--- src/rtl/rv32i_fetch_unit.sv ---
`default_nettype none
// ============================================================================
// Module   : rv32i_fetch_unit
// Purpose  : Instruction-fetch stage of the RV32I core. Owns the program
//            counter and issues word reads on the instruction-memory port.
//            Each returned word is packed with its PC, PC+4 and a next-PC
//            prediction into the fetch->execute pipeline register. Execute
//            back-pressure is absorbed by a one-entry skid buffer. Redirects
//            from execute flush the stage. A redirect that arrives while a
//            read is still outstanding parks the stage in DISCARD until that
//            read completes.
// Revision : 1.0 - initial release
// ----------------------------------------------------------------------------
// Parameters
//   RESET_PC      : first PC fetched after reset
// Ports
//   CLK           : clock, rising edge
//   nRST          : asynchronous active-low reset
//   imem_ren      : instruction read request
//   imem_addr     : word address of the request (bits [1:0] always 0)
//   imem_busy     : memory has not completed the current request
//   imem_rdata    : instruction word, valid when imem_ren && !imem_busy
//   stall         : execute cannot take a new fetch_ex_reg this cycle
//   redirect      : execute requests a flush and refetch
//   redirect_pc   : refetch target when redirect = 1
//   fetch_ex_reg  : {token, pc, pc4, instr, prediction}, token = valid
// Build option
//   BTFN_PREDICT_EN : when defined, a static backward-taken /
//                     forward-not-taken predictor decodes imem_rdata.
//                     When undefined the prediction is always PC+4.
// ============================================================================
module rv32i_fetch_unit #(
    parameter logic [31:0] RESET_PC = 32'h0000_0200
) (
    input  logic         CLK,
    input  logic         nRST,
    output logic         imem_ren,
    output logic [31:0]  imem_addr,
    input  logic         imem_busy,
    input  logic [31:0]  imem_rdata,
    input  logic         stall,
    input  logic         redirect,
    input  logic [31:0]  redirect_pc,
    output logic [128:0] fetch_ex_reg
);

    // ------------------------------------------------------------------------
    // State encoding
    //   ST_FETCH   : requesting the word at pc
    //   ST_FULL    : skid buffer holds an instruction, no request issued
    //   ST_DISCARD : a read is in flight that was made stale by a redirect
    // ------------------------------------------------------------------------
    typedef enum logic [1:0] {
        ST_FETCH   = 2'd0,
        ST_FULL    = 2'd1,
        ST_DISCARD = 2'd2
    } state_t;

    state_t        r_state;
    state_t        w_state_next;

    logic [31:0]   r_pc;
    logic [31:0]   r_hold_addr;     // address of the read being discarded
    logic [127:0]  r_skid;          // {pc, pc4, instr, prediction}
    logic [128:0]  r_out;

    logic          w_ren;
    logic [31:0]   w_addr;
    logic          w_complete;
    logic          w_in_flight;
    logic          w_fetch_done;    // completion whose data is kept
    logic          w_accept;
    logic          w_skid_valid;
    logic [31:0]   w_pc4;
    logic [31:0]   w_pred;
    logic [128:0]  w_entry;

    // The skid buffer is valid exactly while the FSM sits in ST_FULL, so its
    // valid flag is derived from the state rather than stored separately.
    assign w_skid_valid = (r_state == ST_FULL);

    // Execute takes a new value when it is not stalling or when the current
    // register holds nothing it still needs.
    assign w_accept = ~stall | ~r_out[128];

    assign w_pc4   = r_pc + 32'd4;
    assign w_entry = {1'b1, r_pc, w_pc4, imem_rdata, w_pred};

    // ------------------------------------------------------------------------
    // Next-PC prediction
    // ------------------------------------------------------------------------
`ifdef BTFN_PREDICT_EN
    localparam logic [6:0] c_OPC_JAL    = 7'b1101111;
    localparam logic [6:0] c_OPC_BRANCH = 7'b1100011;

    logic [31:0] w_imm_j;
    logic [31:0] w_imm_b;

    always_comb begin
        w_imm_j = {{12{imem_rdata[31]}}, imem_rdata[19:12], imem_rdata[20],
                   imem_rdata[30:21], 1'b0};
        w_imm_b = {{20{imem_rdata[31]}}, imem_rdata[7], imem_rdata[30:25],
                   imem_rdata[11:8], 1'b0};
        w_pred  = w_pc4;
        if (imem_rdata[6:0] == c_OPC_JAL) begin
            w_pred = r_pc + w_imm_j;
        end else if ((imem_rdata[6:0] == c_OPC_BRANCH) && imem_rdata[31]) begin
            // Negative branch offset: assume a loop back-edge is taken.
            w_pred = r_pc + w_imm_b;
        end
    end
`else
    assign w_pred = w_pc4;
`endif

    // ------------------------------------------------------------------------
    // FSM: state register
    // ------------------------------------------------------------------------
    always_ff @(posedge CLK or negedge nRST) begin
        if (!nRST) begin
            r_state <= ST_FETCH;
        end else begin
            r_state <= w_state_next;
        end
    end

    // ------------------------------------------------------------------------
    // FSM: memory-port outputs and next state
    // ------------------------------------------------------------------------
    always_comb begin
        w_ren        = 1'b0;
        w_addr       = {r_pc[31:2], 2'b00};
        w_complete   = 1'b0;
        w_in_flight  = 1'b0;
        w_fetch_done = 1'b0;
        w_state_next = r_state;

        case (r_state)
            ST_FETCH: begin
                w_ren = 1'b1;
            end
            ST_DISCARD: begin
                // Keep presenting the stale address until memory finishes it.
                w_ren  = 1'b1;
                w_addr = r_hold_addr;
            end
            default: begin
                w_ren = 1'b0;
            end
        endcase

        // No request may be visible while reset is held, even though the
        // reset state is ST_FETCH.
        w_ren        = w_ren & nRST;
        w_complete   = w_ren & ~imem_busy;
        w_in_flight  = w_ren & imem_busy;
        w_fetch_done = w_complete & (r_state == ST_FETCH);

        if (redirect) begin
            // An outstanding read must still be allowed to finish before the
            // new target can be requested.
            w_state_next = w_in_flight ? ST_DISCARD : ST_FETCH;
        end else begin
            case (r_state)
                ST_FETCH: begin
                    if (w_complete && !w_accept) begin
                        w_state_next = ST_FULL;
                    end
                end
                ST_FULL: begin
                    if (w_accept) begin
                        w_state_next = ST_FETCH;
                    end
                end
                ST_DISCARD: begin
                    if (w_complete) begin
                        w_state_next = ST_FETCH;
                    end
                end
                default: begin
                    w_state_next = ST_FETCH;
                end
            endcase
        end
    end

    // ------------------------------------------------------------------------
    // Datapath: PC, discard address, skid buffer and output register
    // ------------------------------------------------------------------------
    always_ff @(posedge CLK or negedge nRST) begin
        if (!nRST) begin
            r_pc        <= RESET_PC;
            r_hold_addr <= RESET_PC;
            r_skid      <= '0;
            r_out       <= '0;
        end else if (redirect) begin
            // Redirect wins over stall and over a same-cycle completion; the
            // completion's data is simply not captured.
            r_out[128] <= 1'b0;
            r_pc       <= {redirect_pc[31:2], 2'b00};
            if (w_in_flight) begin
                r_hold_addr <= w_addr;
            end
        end else begin
            if (w_fetch_done) begin
                r_pc <= w_pred;
            end

            if (w_accept) begin
                // The skid buffer is older than any new completion; in
                // practice both never coincide because ST_FULL issues no read.
                if (w_skid_valid) begin
                    r_out <= {1'b1, r_skid};
                end else if (w_fetch_done) begin
                    r_out <= w_entry;
                end else begin
                    r_out[128] <= 1'b0;
                end
            end else if (w_fetch_done) begin
                r_skid <= w_entry[127:0];
            end
        end
    end

    assign imem_ren     = w_ren;
    assign imem_addr    = w_addr;
    assign fetch_ex_reg = r_out;

endmodule
`default_nettype wire

--- config.mk ---
export PLATFORM = sky130hd
export DESIGN_NAME = rv32i_fetch_unit
export DESIGN_NICKNAME = d
export VERILOG_FILES = /design/src/rtl/rv32i_fetch_unit.sv
export SDC_FILE = /design/constraint.sdc
export NUM_CORES = 1
export LEC_CHECK = 0
export ABC_AREA = 1
export BUFFER_PORTS_ARGS = -buffer_cell sky130_fd_sc_hd__buf_2
export CORE_UTILIZATION = 56
export DETAILED_ROUTE_END_ITERATION = 7
export HOLD_SLACK_MARGIN = 0.05
export PLACE_DENSITY_LB_ADDON = 0.2
export SLEW_MARGIN = 20
export SYNTH_ARGS = -nofsm -noshare
export SYNTH_HDL_FRONTEND = slang
export SYNTH_SLANG_ARGS = --single-unit
export TNS_END_PERCENT = 50
--- constraint.sdc ---
create_clock -name CLK -period 1.85 [get_ports CLK]
set_clock_uncertainty 0.1 [all_clocks]
set_input_delay 0.185 -clock CLK [delete_from_list [all_inputs] [get_ports CLK]]
set_output_delay 0.185 -clock CLK [all_outputs]
set_load 0.005 [all_outputs]
Word-level counts from Yosys, hierarchy flattened:

Cells that the tools add are included.
Widths: inputs -> output; s select.

* input bits: 69
* output and inout bits: 162
* flip-flop bits (word level): 323
* logic and storage cells: 48

* muxes and demuxes: 15
* equal/unequal tests: 5
* $add $sub $neg: 1
* reductions and logical operators: 11
* bitwise gates (word level): 10

Operator list (number)
* $mux 129: 2
* $mux 128: 1
* $mux 32: 3
* $add 32x3->32 const B: 1
* $mux 2: 5
* $reduce_and 3->1: 3
* $ne 3x3->1 const B: 2
* $pmux 2 s3: 1
* $reduce_bool 2->1: 3
* $not 1->1: 5
* $and 1x1->1: 4
* $mux 1: 3
* $ne 3x2->1 const B: 1
* $eq 2x1->1 const B: 1
* $eq 2x2->1 const B: 1
* $logic_not 2->1: 1
* $reduce_and 2->1: 1
* $reduce_or 2->1: 1
* $logic_and 1x1->1: 1
* $logic_not 1->1: 1
* $or 1x1->1: 1

Logic depth before layout (Yosys ltp):

* depth in word-level cells: 10
* depth in mapped cells: 10
* depth with buffers taken out: 10

Worst setup path after synthesis:

OpenSTA, ideal clock, no wires.

* kind: reg-to-reg
* from: register r_pc[2]
* to: register r_skid[90]
* data arrival time: 1.345 ns
* cell stages (with the launch flop): 11
* buffers on the path: 0
* period minus slack after synthesis: 1.575 ns
* library setup time: 0.130 ns
* required time: 1.620 ns
* path slack: 0.275 ns
* cells stage by stage: dfrtp_1 -> ha_1 -> nand2_1 -> nor2_1 -> nand2_1 -> nor2_2 -> nand2_1 -> nand2_1 -> nand2_1 -> nand2_1 -> o21ai_0

* word-level cells in the longest chain between the ends: 1

RTL lines
* from (decl): RTL line 62 `logic [31:0] r_pc;`
* from (signal assigned): RTL line 200 `r_pc <= {redirect_pc[31:2], 2'b00};`
* from (signal assigned): RTL line 206 `r_pc <= w_pred;`
* $add 32x3->32: RTL line 86 `assign w_pc4 = r_pc + 32'd4;`
* to (signal assigned): RTL line 220 `r_skid <= w_entry[127:0];`
* to (decl): RTL line 64 `logic [127:0] r_skid;`

Every way passes these cells.
A chain may end at the register's enable or synchronous reset.

Final worst setup path:

* from: register r_state[1]
* to: output imem_addr[21]

* word-level cells in the longest chain between the ends: 2

RTL lines
* from (decl): RTL line 59 `state_t r_state;`
* from (signal assigned): RTL line 123 `r_state <= w_state_next;`
* $eq 2x2->1: RTL line 138 `case (r_state)`
* $mux 32: RTL line 138
* to (decl): RTL line 38 `output logic [31:0] imem_addr,`

Every way passes these cells.

==> results.ini <==
[power]
vdd_ir_drop_max_mv=0.742
combPwrFrac_pct=22.9
pwr-share-seq_pct=45.4
p_switching_uw=4970
swShare_pct=31.1
power.leakage_uw=0.00837
total_power_uw=16000
internal_power_uw=11000
powerDensity_nw_per_um2=992
clock_power_share_pct=31.7

[route]
wire_per_inst_um=19.3
drc=0
ant_nets=0
drt_iter0_markers=940
routed_wl_um=40200
routed_via_density=5.66
detail_route.first_pass.iterations=6
vias=11818

[logic_synthesis]
synth_xor_area_share_pct=0.446
synth_simple_gate_area_share_pct=28.0
synthArstFlopShare_pct=100
syn-cell-area_um2=11800
synth_compound_area_share_pct=11.0
synth_area_leader_cell=dfrtp_1
ys_seq_elements=249
synth_cells=1505
seq_area_frac_synth_pct=52.9
synth_top_family_by_area=simple AND/OR/NAND/NOR gates
synth_edf_count=0
yosys_warnings=0
syn_area_per_cell_um2=7.84
yosys-top-cells-area=dfrtp_1 52%, nand2_1 19%, nor2_1 6.2%
synthAdderAreaFrac_pct=0.106
synth_cell_types=32
synth-main-ff-cell=dfrtp_1
synth_mux_area_share_pct=0
synthDominantCellAreaShare_pct=52.4

[floorplan]
fp-row-count=52
die_x_um=147
dieArea_um2=21600
core-area_um2=20400
fp.dieH_um=147
start_util_pct=57.7
ios=231

[sta]
slew_headroom_pct=40.1
tns_ns=-2.99
report.final.slew_viol_count=0
grt_setup_unrepaired=yes
tightest_slew_ns=0.899
period_needed_ns=1.96
fmax_ghz=0.511
final.period_utilization_pct=106
setup_viol=49
final-hold-violation-count=0
hold_slack_ns=0.113
setup_slack_ns=-0.106

[placement]
place_ws_ns=-0.0301
port_buffers=222
dpl.hpwl_um=21700
gp_congestion=0.891

[setup_path]
slowest_delay_ns=0.36
critPathCaptureType=output pin
worstPathRequired_ns=1.56
cp.arrival_ns=1.67
rr_startpoint=r_state[0]
crit_fanout=10
rrSetupSlack_ns=-0.10
crit_family=buffers and inverters
r2r_cells=9
cp_num_buf_inv=4
crit_slowest_cell=dfrtp_1
reg2reg_to=fetch_ex_reg[54]
crit_type=reg2out
path_cells=inv_2 -> nor2_4 -> buf_6 -> buf_12 -> nand2_1 -> o21ai_2 -> buf_2
worstSetupStartpointType=register

[global_routing]
overflow=0
grt_max_degree=165
grt_pass1_vias=10540
antenna_found_initial=0
grt.total_usage_pct=31.7
grt_pass1_wl_um=54500

[clocking]
htreeDepth=1
numCtsBuffers=26
clk_path_buf_depth=3
tritoncts=yes
cts_root_buf=clkbuf_16
numClockSinks=249
worstSkewPairLatency_ns=0.53
clk_pin_slew_ns=0.06

[finish]
syn2layout_area_growth_pct=36.8
final_common_cell=nand2_1
drive_above_1_share_pct=27.3
nNetsFinal=1871
diodes=0
largest_reg_flops=93
fillerInstances=1323
final_cell_mix=543 x nand2_1, 244 x dfrtp_1, 220 x buf_2, 184 x nor2_1, 71 x inv_1

[status]
outcome=finished, violations left
violations=negative setup slack

[flow_run]
max_cap_violations=0

[min_path]
holdPathStages=4
hp-start=stall
worstHoldEndpoint=fetch_ex_reg[128]
hold_path_class=in2reg

-- cells in the mapped netlist (2+ instances only) --
cell type and n:
o21ai_0 96, o21bai_1 3, inv_1 75, o21ai_1 8, and2_1 2, a21oi_1 18, o31ai_2 6, nand3_1 56
nor2_1 196, inv_2 2, o211ai_1 13, dfrtp_1 247, nor2_4 2, xor2_1 5, o22ai_1 7, buf_4 37
clkbuf_1 45, buf_2 28, dfstp_2 2, o31ai_1 57, buf_1 3, nand2_1 585, nor2_2 3
-- worst max path at each step --
stage	startpoint	to	slack, ns	cells past startpoint
after floorplan	r_pc[2]	r_skid[90]	0.28	10
after global placement	r_pc[8]	r_skid[91]	0.02	10
after detailed placement	r_state[1]	fetch_ex_reg[106]	-0.03	7
after CTS	r_state[1]	imem_addr[26]	-0.09	7
after global routing	r_state[0]	fetch_ex_reg[54]	-0.16	9
final	r_state[1]	imem_addr[21]	-0.11	7
-- power by group through the flow --
stage,Sequential [uW],Clock [uW],Combinational [uW]
detailed placement,7200,0,2850
floorplan,7120,0,1660
global route,7350,5330,4030
global placement,7170,0,2780
finish,7260,5080,3670
CTS,7120,5080,3100
-- worst min-delay path, stage by stage --
cell	delay (ns)
buf_2	0.08
nand2_1	0.15
nand3_4	0.18
nand2_1	0.09
-- cell families after synthesis --
family / count (synthesis)
buffers and inverters: 191
AO/OA/AOI/OAI: 210
flip-flops: 249
AND/OR/NAND/NOR: 847
other: 1
adder cells (fa/ha/maj): 1
XOR/XNOR: 6
-- cell type report --
class	instances	area [um2]	share of cell area, %
clock inverter	9	70.1	0.434
timing repair buffer	377	3030	18.8
clock buffer	37	733	4.54
tap	270	338	2.09
inverter	77	302	1.87
sequential	249	6240	38.6
multi-input combinational	1070	5430	33.7
-- stage by stage --
step | cell area (um2) | utilization [%] | instances
final | 16100 | 79.0 | 2089
after CTS | 14900 | 73.0 | 2058
after floorplan | 11800 | - | 1510
after global placement | 13200 | 64.6 | 1936
after detailed placement | 13200 | 64.6 | 1936
after global routing | 16100 | 79.0 | 2089
-- metal layers --
metal | wire (um) | GRT usage [%] | part of all wire (%) | vias up
li1 | - | - | - | 5353
met1 | 16100 | 46.4 | 40 | 5661
met2 | 19200 | 49.2 | 48 | 685
met3 | 3570 | 4.41 | 8.9 | 119
met4 | 1380 | 9.43 | 3.4 | 0
met5 | 0 | 0 | 0 | -
-- what timing repair did --
action	in CTS	in global routing
endpoints found under the setup margin	37	159
cloned	2	16
pin swaps	1	8
hold buffers	66	0
buffers inserted	8	15
endpoints found under the hold margin	344	0
resized for setup	66	170
(Power assumes the default switching activity.)
